==> src/rtl/serial_arith_pkg.sv <==
// Shared definitions for the bit-serial arithmetic blocks.
package serial_arith_pkg;

    typedef enum logic [1:0] {
        IDLE  = 2'd0,
        SHIFT = 2'd1,
        DONE  = 2'd2
    } state_t;

    localparam int DEF_WIDTH = 8;

    // Bit counter width; guarded so a degenerate width still yields a 1-bit counter.
    function automatic int cnt_width(input int w);
        return (w < 2) ? 1 : $clog2(w);
    endfunction

endpackage

==> src/rtl/full_add_cell.sv <==
// Single-bit full adder cell, purely combinational.
module full_add_cell (
    input  logic x,
    input  logic y,
    input  logic ci,
    output logic s,
    output logic co
);

    assign s  = x ^ y ^ ci;
    assign co = (x & y) | (ci & (x ^ y));

endmodule

==> src/rtl/serial_add.sv <==
// Bit-serial ripple adder: one full-adder cell plus a carry flop, LSB first,
// producing {cout,sum} = a + b + cin after WIDTH shift cycles.
module serial_add
    import serial_arith_pkg::*;
#(
    parameter int WIDTH = DEF_WIDTH
) (
    input  logic             clk,
    input  logic             rst,
    input  logic             start,
    input  logic [WIDTH-1:0] a,
    input  logic [WIDTH-1:0] b,
    input  logic             cin,
    output logic             busy,
    output logic             done,
    output logic [WIDTH-1:0] sum,
    output logic             cout
);

    localparam int CW = cnt_width(WIDTH);

    state_t           state, state_nxt;
    logic [WIDTH-1:0] ra, rb, res;
    logic             carry;
    logic [CW-1:0]    cnt;
    logic             fa_s, fa_c;
    logic             accept;
    logic             last_bit;

    full_add_cell u_fa (
        .x  (ra[0]),
        .y  (rb[0]),
        .ci (carry),
        .s  (fa_s),
        .co (fa_c)
    );

    // DONE accepts a new start just like IDLE so back-to-back adds lose no cycle.
    assign accept   = start && ((state == IDLE) || (state == DONE));
    assign last_bit = (cnt == CW'(WIDTH - 1));

    always_ff @(posedge clk) begin
        if (rst) state <= IDLE;
        else     state <= state_nxt;
    end

    always_comb begin
        state_nxt = state;
        case (state)
            IDLE:    state_nxt = accept ? SHIFT : IDLE;
            SHIFT:   state_nxt = last_bit ? DONE : SHIFT;
            DONE:    state_nxt = accept ? SHIFT : IDLE;
            default: state_nxt = IDLE;
        endcase
    end

    always_comb begin
        busy = (state == SHIFT);
        done = (state == DONE);
        sum  = res;
        cout = carry;
    end

    // Result fills from the MSB end, so after WIDTH shifts bit 0 holds the first sum bit.
    always_ff @(posedge clk) begin
        if (rst) begin
            ra    <= '0;
            rb    <= '0;
            res   <= '0;
            carry <= 1'b0;
            cnt   <= '0;
        end else if (accept) begin
            ra    <= a;
            rb    <= b;
            carry <= cin;
            cnt   <= '0;
        end else if (state == SHIFT) begin
            ra    <= {1'b0, ra[WIDTH-1:1]};
            rb    <= {1'b0, rb[WIDTH-1:1]};
            res   <= {fa_s, res[WIDTH-1:1]};
            carry <= fa_c;
            cnt   <= cnt + CW'(1);
        end
    end

endmodule

==> config.mk <==
export PLATFORM = sky130hd
export DESIGN_NAME = serial_add
export DESIGN_NICKNAME = d
export VERILOG_FILES = /design/src/rtl/serial_arith_pkg.sv /design/src/rtl/full_add_cell.sv /design/src/rtl/serial_add.sv
export SDC_FILE = /design/constraint.sdc
export NUM_CORES = 1
export LEC_CHECK = 0
export ABC_CLOCK_PERIOD_IN_PS = 1120
export BUFFER_PORTS_ARGS = -buffer_cell sky130_fd_sc_hd__clkbuf_2
export CAP_MARGIN = 20
export CORE_ASPECT_RATIO = 1.4
export CORE_MARGIN = 2
export CORE_UTILIZATION = 46
export DETAILED_ROUTE_END_ITERATION = 8
export PLACE_DENSITY = 0.81
export RECOVER_POWER = 25
export REMOVE_ABC_BUFFERS = 1
export SLEW_MARGIN = 20
export SYNTH_ARGS = -nofsm -noshare
export SYNTH_HDL_FRONTEND = slang
export SYNTH_SLANG_ARGS = --single-unit
==> constraint.sdc <==
create_clock -name clk -period 1.12 [get_ports clk]
set_clock_uncertainty 0.05 [all_clocks]
set_input_delay 0.056 -clock clk [delete_from_list [all_inputs] [get_ports clk]]
set_output_delay 0.056 -clock clk [all_outputs]
set_load 0.005 [all_outputs]
-- After elaboration in Yosys (flattened, before gate mapping)
Index checks and enable logic that the tools add are counted.
- add/subtract/negate cells: 1
- equal/unequal tests: 3
- mux-type cells: 9
- bitwise gates (word level): 6
- reductions and logical operators: 7
- operator list (kind ; count):
    8-bit 2-to-1 mux ; 4
    2-bit case mux with 2 select lines ; 1
    2-bit OR reduction ; 2
    3-bit by 1-bit adder with 3-bit output (second input constant) ; 1
    3-bit equality test (second input constant) ; 1
    1-bit 2-to-1 mux ; 3
    1-bit bitwise AND ; 2
    2-bit by 1-bit equality test with 1-bit output (second input constant) ; 1
    2-bit equality test (second input constant) ; 1
    2-bit logical NOT ; 1
    2-bit 2-to-1 mux ; 1
    2-bit AND reduction ; 1
    2-bit nonzero test ; 1
    1-bit bitwise XOR ; 2
    1-bit logical AND ; 1
    1-bit logical OR ; 1
    1-bit inverter ; 1
    1-bit OR ; 1
- flip-flop bits (word level): 30
- input bits: 20
- output and inout port bits: 11
- word-level logic and storage cells: 32

-- Longest topological paths before layout
Gate-level depths: netlist (run 1).
- depth after elaboration: 5
- mapped depth: 6
- gate-level depth less buffers: 4

-- Modules after synthesis
Synthesis (run 1) repeated with hierarchy kept, for this count alone.
- cell total of the unflattened synthesis: 137
- area, all modules: 1244.9 sq um
- modules (own cells, without submodules) (module ; instances ; cells an instance ; area each (sq um) ; seq. area each (sq um)):
    serial_add ; 1 ; 136 ; 1224.9 ; 600.6
    full_add_cell ; 1 ; 1 ; 20.0 ; 0.0

-- Least setup slack after synthesis (run 1)
Ideal clock, no wire load.
- path type: register to register
- from: register state[1]
- to: register rb[0]
- setup time: 0.133 ns
- data arrival time: 0.951 ns
- data required time: 0.937 ns
- path slack: -0.014 ns
- stages on the path, launching flop included: 7
- buffers on the path: 2
- period minus slack after synthesis: 1.134 ns
- cell sequence: dfxtp_1 nand2b_1 buf_6 clkinv_8 buf_8 nor3_1 nor3_1
- word-level cells in the longest chain between the ends: 4
- elaborated cells on any way between the ends: 7
- those cells by class: eq/ne (2); mux (1); reduce/logical (4)
- ends and longest elaborated chain (item ; line ; RTL):
    from (decl) ; serial_add.sv:22 ; state_t state, state_nxt;
    from (signal assigned) ; serial_add.sv:44 ; else state <= state_nxt;
    2-bit equality test / 2-bit logical NOT (equally long branches) ; serial_add.sv:39 ; assign accept = start && ((state == IDLE) || (state == DONE));
    1-bit logical OR ; serial_add.sv:39 ;
    1-bit logical AND ; serial_add.sv:39 ;
    8-bit 2-to-1 mux / 2-bit nonzero test (equally long branches) ; - ;
    to (signal assigned) ; serial_add.sv:79 ; rb <= {1'b0, rb[WIDTH-1:1]};
    to (decl) ; serial_add.sv:23 ; logic [WIDTH-1:0] ra, rb, res;
Parallel ways exist; a longest one is shown, timed or not.
A chain may end at the register's enable or synchronous reset.

-- Worst setup path after layout (run 1)
- from: register state[1]
- to: register ra[6]
- word-level cells in the longest chain between the ends: 4
- elaborated cells on any way between the ends: 7
- those cells by class: eq/ne (2); mux (1); reduce/logical (4)
- ends and longest elaborated chain (item ; line ; RTL):
    2-bit equality test / 2-bit logical NOT (equally long branches) ; serial_add.sv:39 ;
    1-bit logical OR ; serial_add.sv:39 ;
    1-bit logical AND ; serial_add.sv:39 ;
    8-bit 2-to-1 mux / 2-bit nonzero test (equally long branches) ; - ;
    to (signal assigned) ; serial_add.sv:78 ; ra <= {1'b0, ra[WIDTH-1:1]};
    to (decl) ; serial_add.sv:23 ;
Parallel ways exist; a longest one is shown, timed or not.

==> impl_metrics.tcl, run 1 <==
set metrics [dict create \
    status "complete, but fails checks" \
    violations "negative setup slack" \
    seq_power_share_pct 50.0 \
    reg2reg_to "ra[6]" \
    final_area_sq_mm 0.001926 \
    postPlaceCellArea_sq_mm 0.001445 \
    min_to "ra[1]" \
    fmax_mhz 769.8 \
    hold_depth 5 \
    gp_congestion 0.7040 \
    drive_gt1_share_pct 39.27 \
    io_pins 31 \
    die_x_microns 47.86 \
    synthAdderAreaFrac_pct 3.636 \
    ys.flop_type "dfxtp_1" \
    synth.area.mux_share_pct 3.232 \
    clockRootBuffer "clkbuf_4" \
    post-route-util_pct 74.42 \
    reg2regPathDepth 5 \
    min_from "start" \
    clock_insertion_delay_worst_skew_ps 340 \
    rsz0062_at_grt "yes" \
    clk_pin_slew_worst_paths_ps 90 \
    p_sw_share_pct 29.31 \
    r2r_setup_slack_ps -180 \
    finalWorstPathRequiredPeriod_ps 1299 \
    worst_slack_ps -179.1 \
    antenna_found_initial 0 \
    crit_arrival_ps 1490 \
    synth_compound_area_share_pct 13.74 \
    slowest_stage "dfxtp_2" \
    combPwrFrac_pct 24.1 \
    clockPowerShare_pct 25.8 \
    startpoint "state[1]" \
    yosysTopAreaCellShare_pct 48.48 \
    clockBufferDepth 2 \
    intPower_mw 1.684 \
    syn_inst 136 \
    crit_family "flip-flops" \
    synth-xor-area-share_pct 0.7071 \
    peakVddDrop_mv 1.177 \
    htree_levels 2 \
    cp-end-kind "flop" \
    diodes 0 \
    path_cells "nand2b_4 -> buf_6 -> buf_12 -> nand2_1 -> a311oi_1" \
    grt-ovfl-total 0 \
    yosysMostFrequentCell "dfxtp_1" \
    power_leakage_nw 0.7770 \
    row_count 22 \
    p_per_area_mw_per_mm2 1237 \
    seq_area_frac_synth_pct 48.48 \
    start_util_pct 47.87 \
    syn_avg_cell_area_sq_um 9.108 \
    grt_usage_pct 23.42 \
    syn_to_final_growth_pct 55.45 \
    maxCapViolations 0 \
    port_buffers 30 \
    detail_route.wl_per_cell_microns 15.98 \
    yosys.area_share.simple_pct 21.92 \
    grt_pass1_vias 1141 \
    min_path_type "in2reg" \
    hpwlAfterDp_microns 1836 \
    synth_cell_types 24 \
    fin_crit_sh_pct 116.0 \
    path_class "reg2reg" \
    detail-route-antenna-nets 0 \
    routed_wl_microns 3628 \
    grt_first_pass_wirelength_microns 5057 \
    max-slew-margin-rel_pct 56.40 \
    cts.sinks 30 \
    drt-initial-drc-count 42 \
    finalMaxSlewViolations 0 \
    cts_tree "yes" \
    tightestPinTransition_ps 654.0 \
    syn_area_sq_mm 0.001239 \
    setup_violations 29 \
    cp_num_buf_inv 2 \
    core_sq_mm 0.002587 \
    place_ws_ps -198.2 \
    grt_max_degree 31 \
    via_count 1228 \
    slowest_delay_ps 340 \
    hold_violations 0 \
    detail_route.first_pass.iterations 4 \
    synth_top_family_by_area "simple AND/OR/NAND/NOR gates" \
    yosysTopAreaCell "dfxtp_1" \
    reg2reg_from "state[1]" \
    synth-seq-cells 30 \
    routed_via_density 5.410 \
    cts_buffers 5 \
    dieArea_sq_mm 0.003130 \
    layout.nets 214 \
    route.detailed.drc 0 \
    switching_power_mw 0.6981 \
    synth_common_cells "30 x dfxtp_1, 24 x nand2_1, 19 x nor3_1" \
    critPathRequiredTime_ps 1310 \
    path_max_fanout 7 \
    yosys_warnings 0 \
    yosys-top-cells-area "dfxtp_1 48%, nor3_1 7.7%, nand2_1 7.3%, a21oi_1 4.4%, o22ai_1 4.0%" \
    critPathLaunchType "flop" \
    synth_edf_count 0 \
    die_h_microns 65.40 \
    async_flop_share_pct 0 \
]
-- layer usage --
layer / track usage [%] / wire length, microns / share of wire (%) / vias to the layer above
met2: 39.17 / 2023 / 56 / 42
met5: 0 / 0 / 0 / -
met1: 25.77 / 1368 / 38 / 590
met4: 12.84 / 73 / 2.0 / 0
met3: 5.220 / 163 / 4.5 / 8
li1: - / - / - / 588
-- state kept, by name, summed over array words and instances (netlist names) --
register and cells:
state 2, cnt 3, ra 8, rb 8, sum 8, cout 1
-- how the worst max path moves through the flow --
stage | cells past startpoint | to
after floorplan | 4 | ra[0]
after global placement | 4 | ra[3]
after detailed placement | 4 | ra[2]
after CTS | 4 | busy
after global routing | 5 | ra[6]
final | 5 | ra[6]
-- area by class of cell --
class                   count  area (sq um)
clock buffers               7         45.04
fillers                   202         661.9
inverters                   1         16.27
multi-input cells          93         681.9
flip-flops and latches     30         604.3
well taps                  36         45.04
repair buffers             60         533.0
-- cell usage in the layout (no fill, tap or decap), types with 4 or more instances in the layout --
cell	n
clkbuf_2	29
dfxtp_1	27
nand2_1	19
nor3_1	18
dlygate4sd3_1	17
a21oi_1	11
nor2_1	5
nand2_2	5
clkbuf_4	5
mux2i_1	4
o22ai_2	4
buf_12	4
-- power groups by stage --
stage	registers (mW)	logic [mW]	clock network, mW
2_1_floorplan	1.19	0.186	0
3_3_place_gp	1.19	0.334	0
3_5_place_dp	1.20	0.351	0
4_1_cts	1.18	0.461	0.606
5_1_grt	1.20	0.616	0.664
6_report	1.19	0.574	0.616
-- metrics by stage --
| step | setup TNS [ps] | cells | power (mW) | hold slack [ps] |
|---|---|---|---|---|
| finish | -2232 | 227 | 2.382 | 234.5 |
| global route | -3205 | 227 | 2.479 | 231.4 |
| CTS | -1381 | 225 | 2.245 | 177.4 |
| detailed placement | -4241 | 198 | 1.547 | 295.8 |
| global placement | -2520 | 198 | 1.526 | 279.0 |
| floorplan | -14870 | 124 | 1.375 | 75.07 |
-- cells by family (layout without fill, tap and decap cells) --
group,after synthesis,count (layout)
flip-flops,30,30
buffers and inverters,13,68
XOR/XNOR,1,1
adder cells (fa/ha/maj),3,3
AO/OA/AOI/OAI,27,27
AND/OR/NAND/NOR,58,58
multiplexers,4,4
-- repair_timing --
item	4_1_cts	5_1_grt
setup buffers	2	0
hold endpoints to repair	17	0
resized for setup	15	19
pin swaps	2	6
endpoints found under the setup margin	31	31
hold buffers	17	0
gates cloned	1	2
-- worst reg2reg max path, delay by kind of cell (launching register included) --
family / cells / cell delay, ps
flops: 1 / 340
compound gates: 1 / 290
buf+inv: 2 / 280
simple gates: 2 / 240
Note: power is estimated with default switching activity, not from simulation.
==> inputs of run 2 (changes only) <==
--- a/config.mk
+++ b/config.mk
@@ -5,14 +5,15 @@
 export SDC_FILE = /design/constraint.sdc
 export NUM_CORES = 1
 export LEC_CHECK = 0
+export ABC_AREA = 1
 export ABC_CLOCK_PERIOD_IN_PS = 1120
 export BUFFER_PORTS_ARGS = -buffer_cell sky130_fd_sc_hd__clkbuf_2
 export CAP_MARGIN = 20
 export CORE_ASPECT_RATIO = 1.4
 export CORE_MARGIN = 2
-export CORE_UTILIZATION = 46
+export CORE_UTILIZATION = 40
 export DETAILED_ROUTE_END_ITERATION = 8
-export PLACE_DENSITY = 0.81
+export PLACE_DENSITY = 0.72
 export RECOVER_POWER = 25
 export REMOVE_ABC_BUFFERS = 1
 export SLEW_MARGIN = 20
==> constraint.sdc (replaced) <==
create_clock -name clk -period 1.12 [get_ports clk]
set_clock_uncertainty 0.05 [all_clocks]
set_input_delay 0.224 -clock clk [delete_from_list [all_inputs] [get_ports clk]]
set_output_delay 0.224 -clock clk [all_outputs]
set_load 0.005 [all_outputs]
==> impl_metrics.tcl, run 2 <==
set metrics [dict create \
    post-route-util_pct 60.99 \
    routed_wl_microns 3631 \
    gp_congestion 0.7373 \
    antenna_found_initial 0 \
    p_sw_share_pct 27.90 \
    detail_route.first_pass.iterations 4 \
    total_power_mw 2.931 \
    yosys-top-cells-area "dfxtp_1 42%, nor2_1 9.7%, nand2_1 9.2%, inv_1 7.4%, nand3_1 6.3%" \
    start_util_pct 41.87 \
    min_to "ra[7]" \
    intPower_mw 2.113 \
    critPathRequiredTime_ps 1280 \
    htree_levels 2 \
    row_count 25 \
    via_count 1375 \
    detail-route-antenna-nets 0 \
    io_pins 31 \
    min_from "a[7]" \
    syn_inst 200 \
    reg2regPathDepth 7 \
    fmax_mhz 813.8 \
    switching_power_mw 0.8180 \
    n_fill_cell 308 \
    drt-initial-drc-count 36 \
    async_flop_share_pct 0 \
    r2r_setup_slack_ps -110 \
    yosysMostFrequentCell "nor2_1" \
    reg2reg_from "state[0]" \
    crit_family "flip-flops" \
    multiInputGateArea_sq_um 775.7 \
    violations "negative setup slack" \
    cts_tree "yes" \
    layout.nets 271 \
    clock_insertion_delay_worst_skew_ps 290 \
    clockPowerShare_pct 36.5 \
    final_cell_mix "36 x nor2_1, 30 x nand2_1, 27 x clkbuf_2, 26 x dfxtp_1, 25 x inv_1" \
    grt-ovfl-total 0 \
    slowest_delay_ps 370 \
    route.detailed.drc 0 \
    die_x_microns 54.49 \
    grt_pass1_vias 1168 \
    yosys_warnings 0 \
    final_common_cell "nor2_1" \
    crit_arrival_ps 1390 \
    startpoint "state[0]" \
    rsz0062_at_grt "yes" \
    grt_max_degree 21 \
    critical_path.most_common_cell "nand2_1" \
    finalMaxSlewViolations 0 \
    synth_cell_types 22 \
    clk_pin_slew_worst_paths_ps 70 \
    synthAdderAreaFrac_pct 3.155 \
    detail_route.wl_per_cell_microns 12.56 \
    hpwlAfterDp_microns 1965 \
    cts_hold_buffers 0 \
    hold_depth 3 \
    p_per_area_mw_per_mm2 1410 \
    routed_via_density 4.758 \
    worst_slack_ps -108.8 \
    synth-xor-area-share_pct 0.6135 \
    path_max_fanout 6 \
    cp-end-kind "flop" \
    final_cells 289 \
    fin_crit_sh_pct 109.7 \
    yosys.area_share.simple_pct 30.06 \
    cts.sinks 30 \
    tightestPinTransition_ps 459.0 \
    diodes 0 \
    path_class "reg2reg" \
    synth_top_family_by_area "simple AND/OR/NAND/NOR gates" \
    critPathLaunchType "flop" \
    drive_gt1_share_pct 41.37 \
    hold_violations 0 \
    yosysTopAreaCellShare_pct 42.07 \
    slowest_stage "dfxtp_4" \
    dieArea_sq_mm 0.004070 \
    grt_usage_pct 18.13 \
    path_cells "buf_6 -> inv_6 -> nand2_8 -> clkbuf_16 -> nand2_1 -> nand2_1 -> a21oi_1" \
    peakVddDrop_mv 1.087 \
    synth_edf_count 0 \
    maxCapViolations 0 \
    max-slew-margin-rel_pct 69.35 \
    synth_compound_area_share_pct 9.115 \
    port_buffers 30 \
    clockBufferDepth 2 \
    finalWorstPathRequiredPeriod_ps 1229 \
    clockRootBuffer "clkbuf_8" \
    syn_area_sq_mm 0.001428 \
    cp_num_buf_inv 3 \
    syn_avg_cell_area_sq_um 7.138 \
    synth_common_cells "37 x nor2_1, 35 x nand2_1, 30 x dfxtp_1" \
    cts_buffers 5 \
    combPwrFrac_pct 22.0 \
    die_h_microns 74.69 \
    status "complete, but fails checks" \
    grt_first_pass_wirelength_microns 5154 \
    synth.area.mux_share_pct 0 \
    reg2reg_to "ra[2]" \
    seq_power_share_pct 41.5 \
    seq_area_frac_synth_pct 42.07 \
    syn_to_final_growth_pct 45.66 \
    power_leakage_nw 1.008 \
    yosysTopAreaCell "dfxtp_1" \
    synth-seq-cells 30 \
    place_inst 272 \
    fin_setup_tns_ps -1255 \
    ys.flop_type "dfxtp_1" \
    core_sq_mm 0.003410 \
    min_path_type "in2reg" \
    ff_latch_area_sq_um 608.1 \
    setup_violations 20 \
]
run 2: worst register-to-register path, cell delays in order, from the launching register on:
cell and delay [ps]:
dfxtp_4 370, buf_6 120, inv_6 60, nand2_8 80
clkbuf_16 190, nand2_1 60, nand2_1 50, a21oi_1 160
run 2: worst max-delay path by stage:
stage,endpoint,cells after the start,slack (ps)
2_1_floorplan,cnt[1],4,-240
3_3_place_gp,sum[7],3,-10
3_5_place_dp,sum[7],3,-20
4_1_cts,done,4,-110
5_1_grt,rb[5],8,-160
6_report,ra[2],7,-110
run 2: per-layer routing:
layer | wire, microns | GRT usage, %
met2 | 1916 | 29.85
met4 | 92 | 8.889
met3 | 165 | 5.754
met1 | 1457 | 20.78
met5 | 0 | 0
run 2: logic make-up (layout without fill, tap and decap cells):
group,count (synthesis),after routing
DFF,30,30
buffers and inverters,42,91
AOI/OAI and AO/OA,26,26
adders and majority gates,3,3
and+or+nand+nor,98,98
xor gates and xnor gates,1,1
run 2: final cells by class:
cell class                      count  share of cell area (%)
Multi-Input combinational cell    128                   37.30
Sequential cell                    30                   29.24
Timing Repair Buffer               51                   19.55
Inverter                           32                   6.258
Clock buffer                        5                   3.309
Tap cell                           40                   2.407
Clock inverter                      3                   1.925
run 2: through the flow:
step                      hold WS [ps]  setup WS [ps]  cell area (sq um)
after floorplan                  243.1         -244.4               1339
after global placement           405.4         -13.45               1642
after detailed placement         411.3         -22.93               1642
final                            100.9         -108.8               2079
after global routing             119.2         -161.6               2079
after CTS                        117.4         -112.8               1906
run 2: repair_timing:
item	4_1_cts	5_1_grt
buffers inserted	6	0
gates resized for setup	33	34
pin swaps	4	12
cloned	1	2
setup endpoints to repair	24	28
run 2: power groups by stage:
stage / clock network (mW) / logic (mW) / registers (mW)
floorplan: 0 / 0.250 / 1.23
global placement: 0 / 0.433 / 1.23
detailed placement: 0 / 0.441 / 1.23
CTS: 1.09 / 0.540 / 1.21
global route: 1.15 / 0.714 / 1.23
finish: 1.07 / 0.644 / 1.22
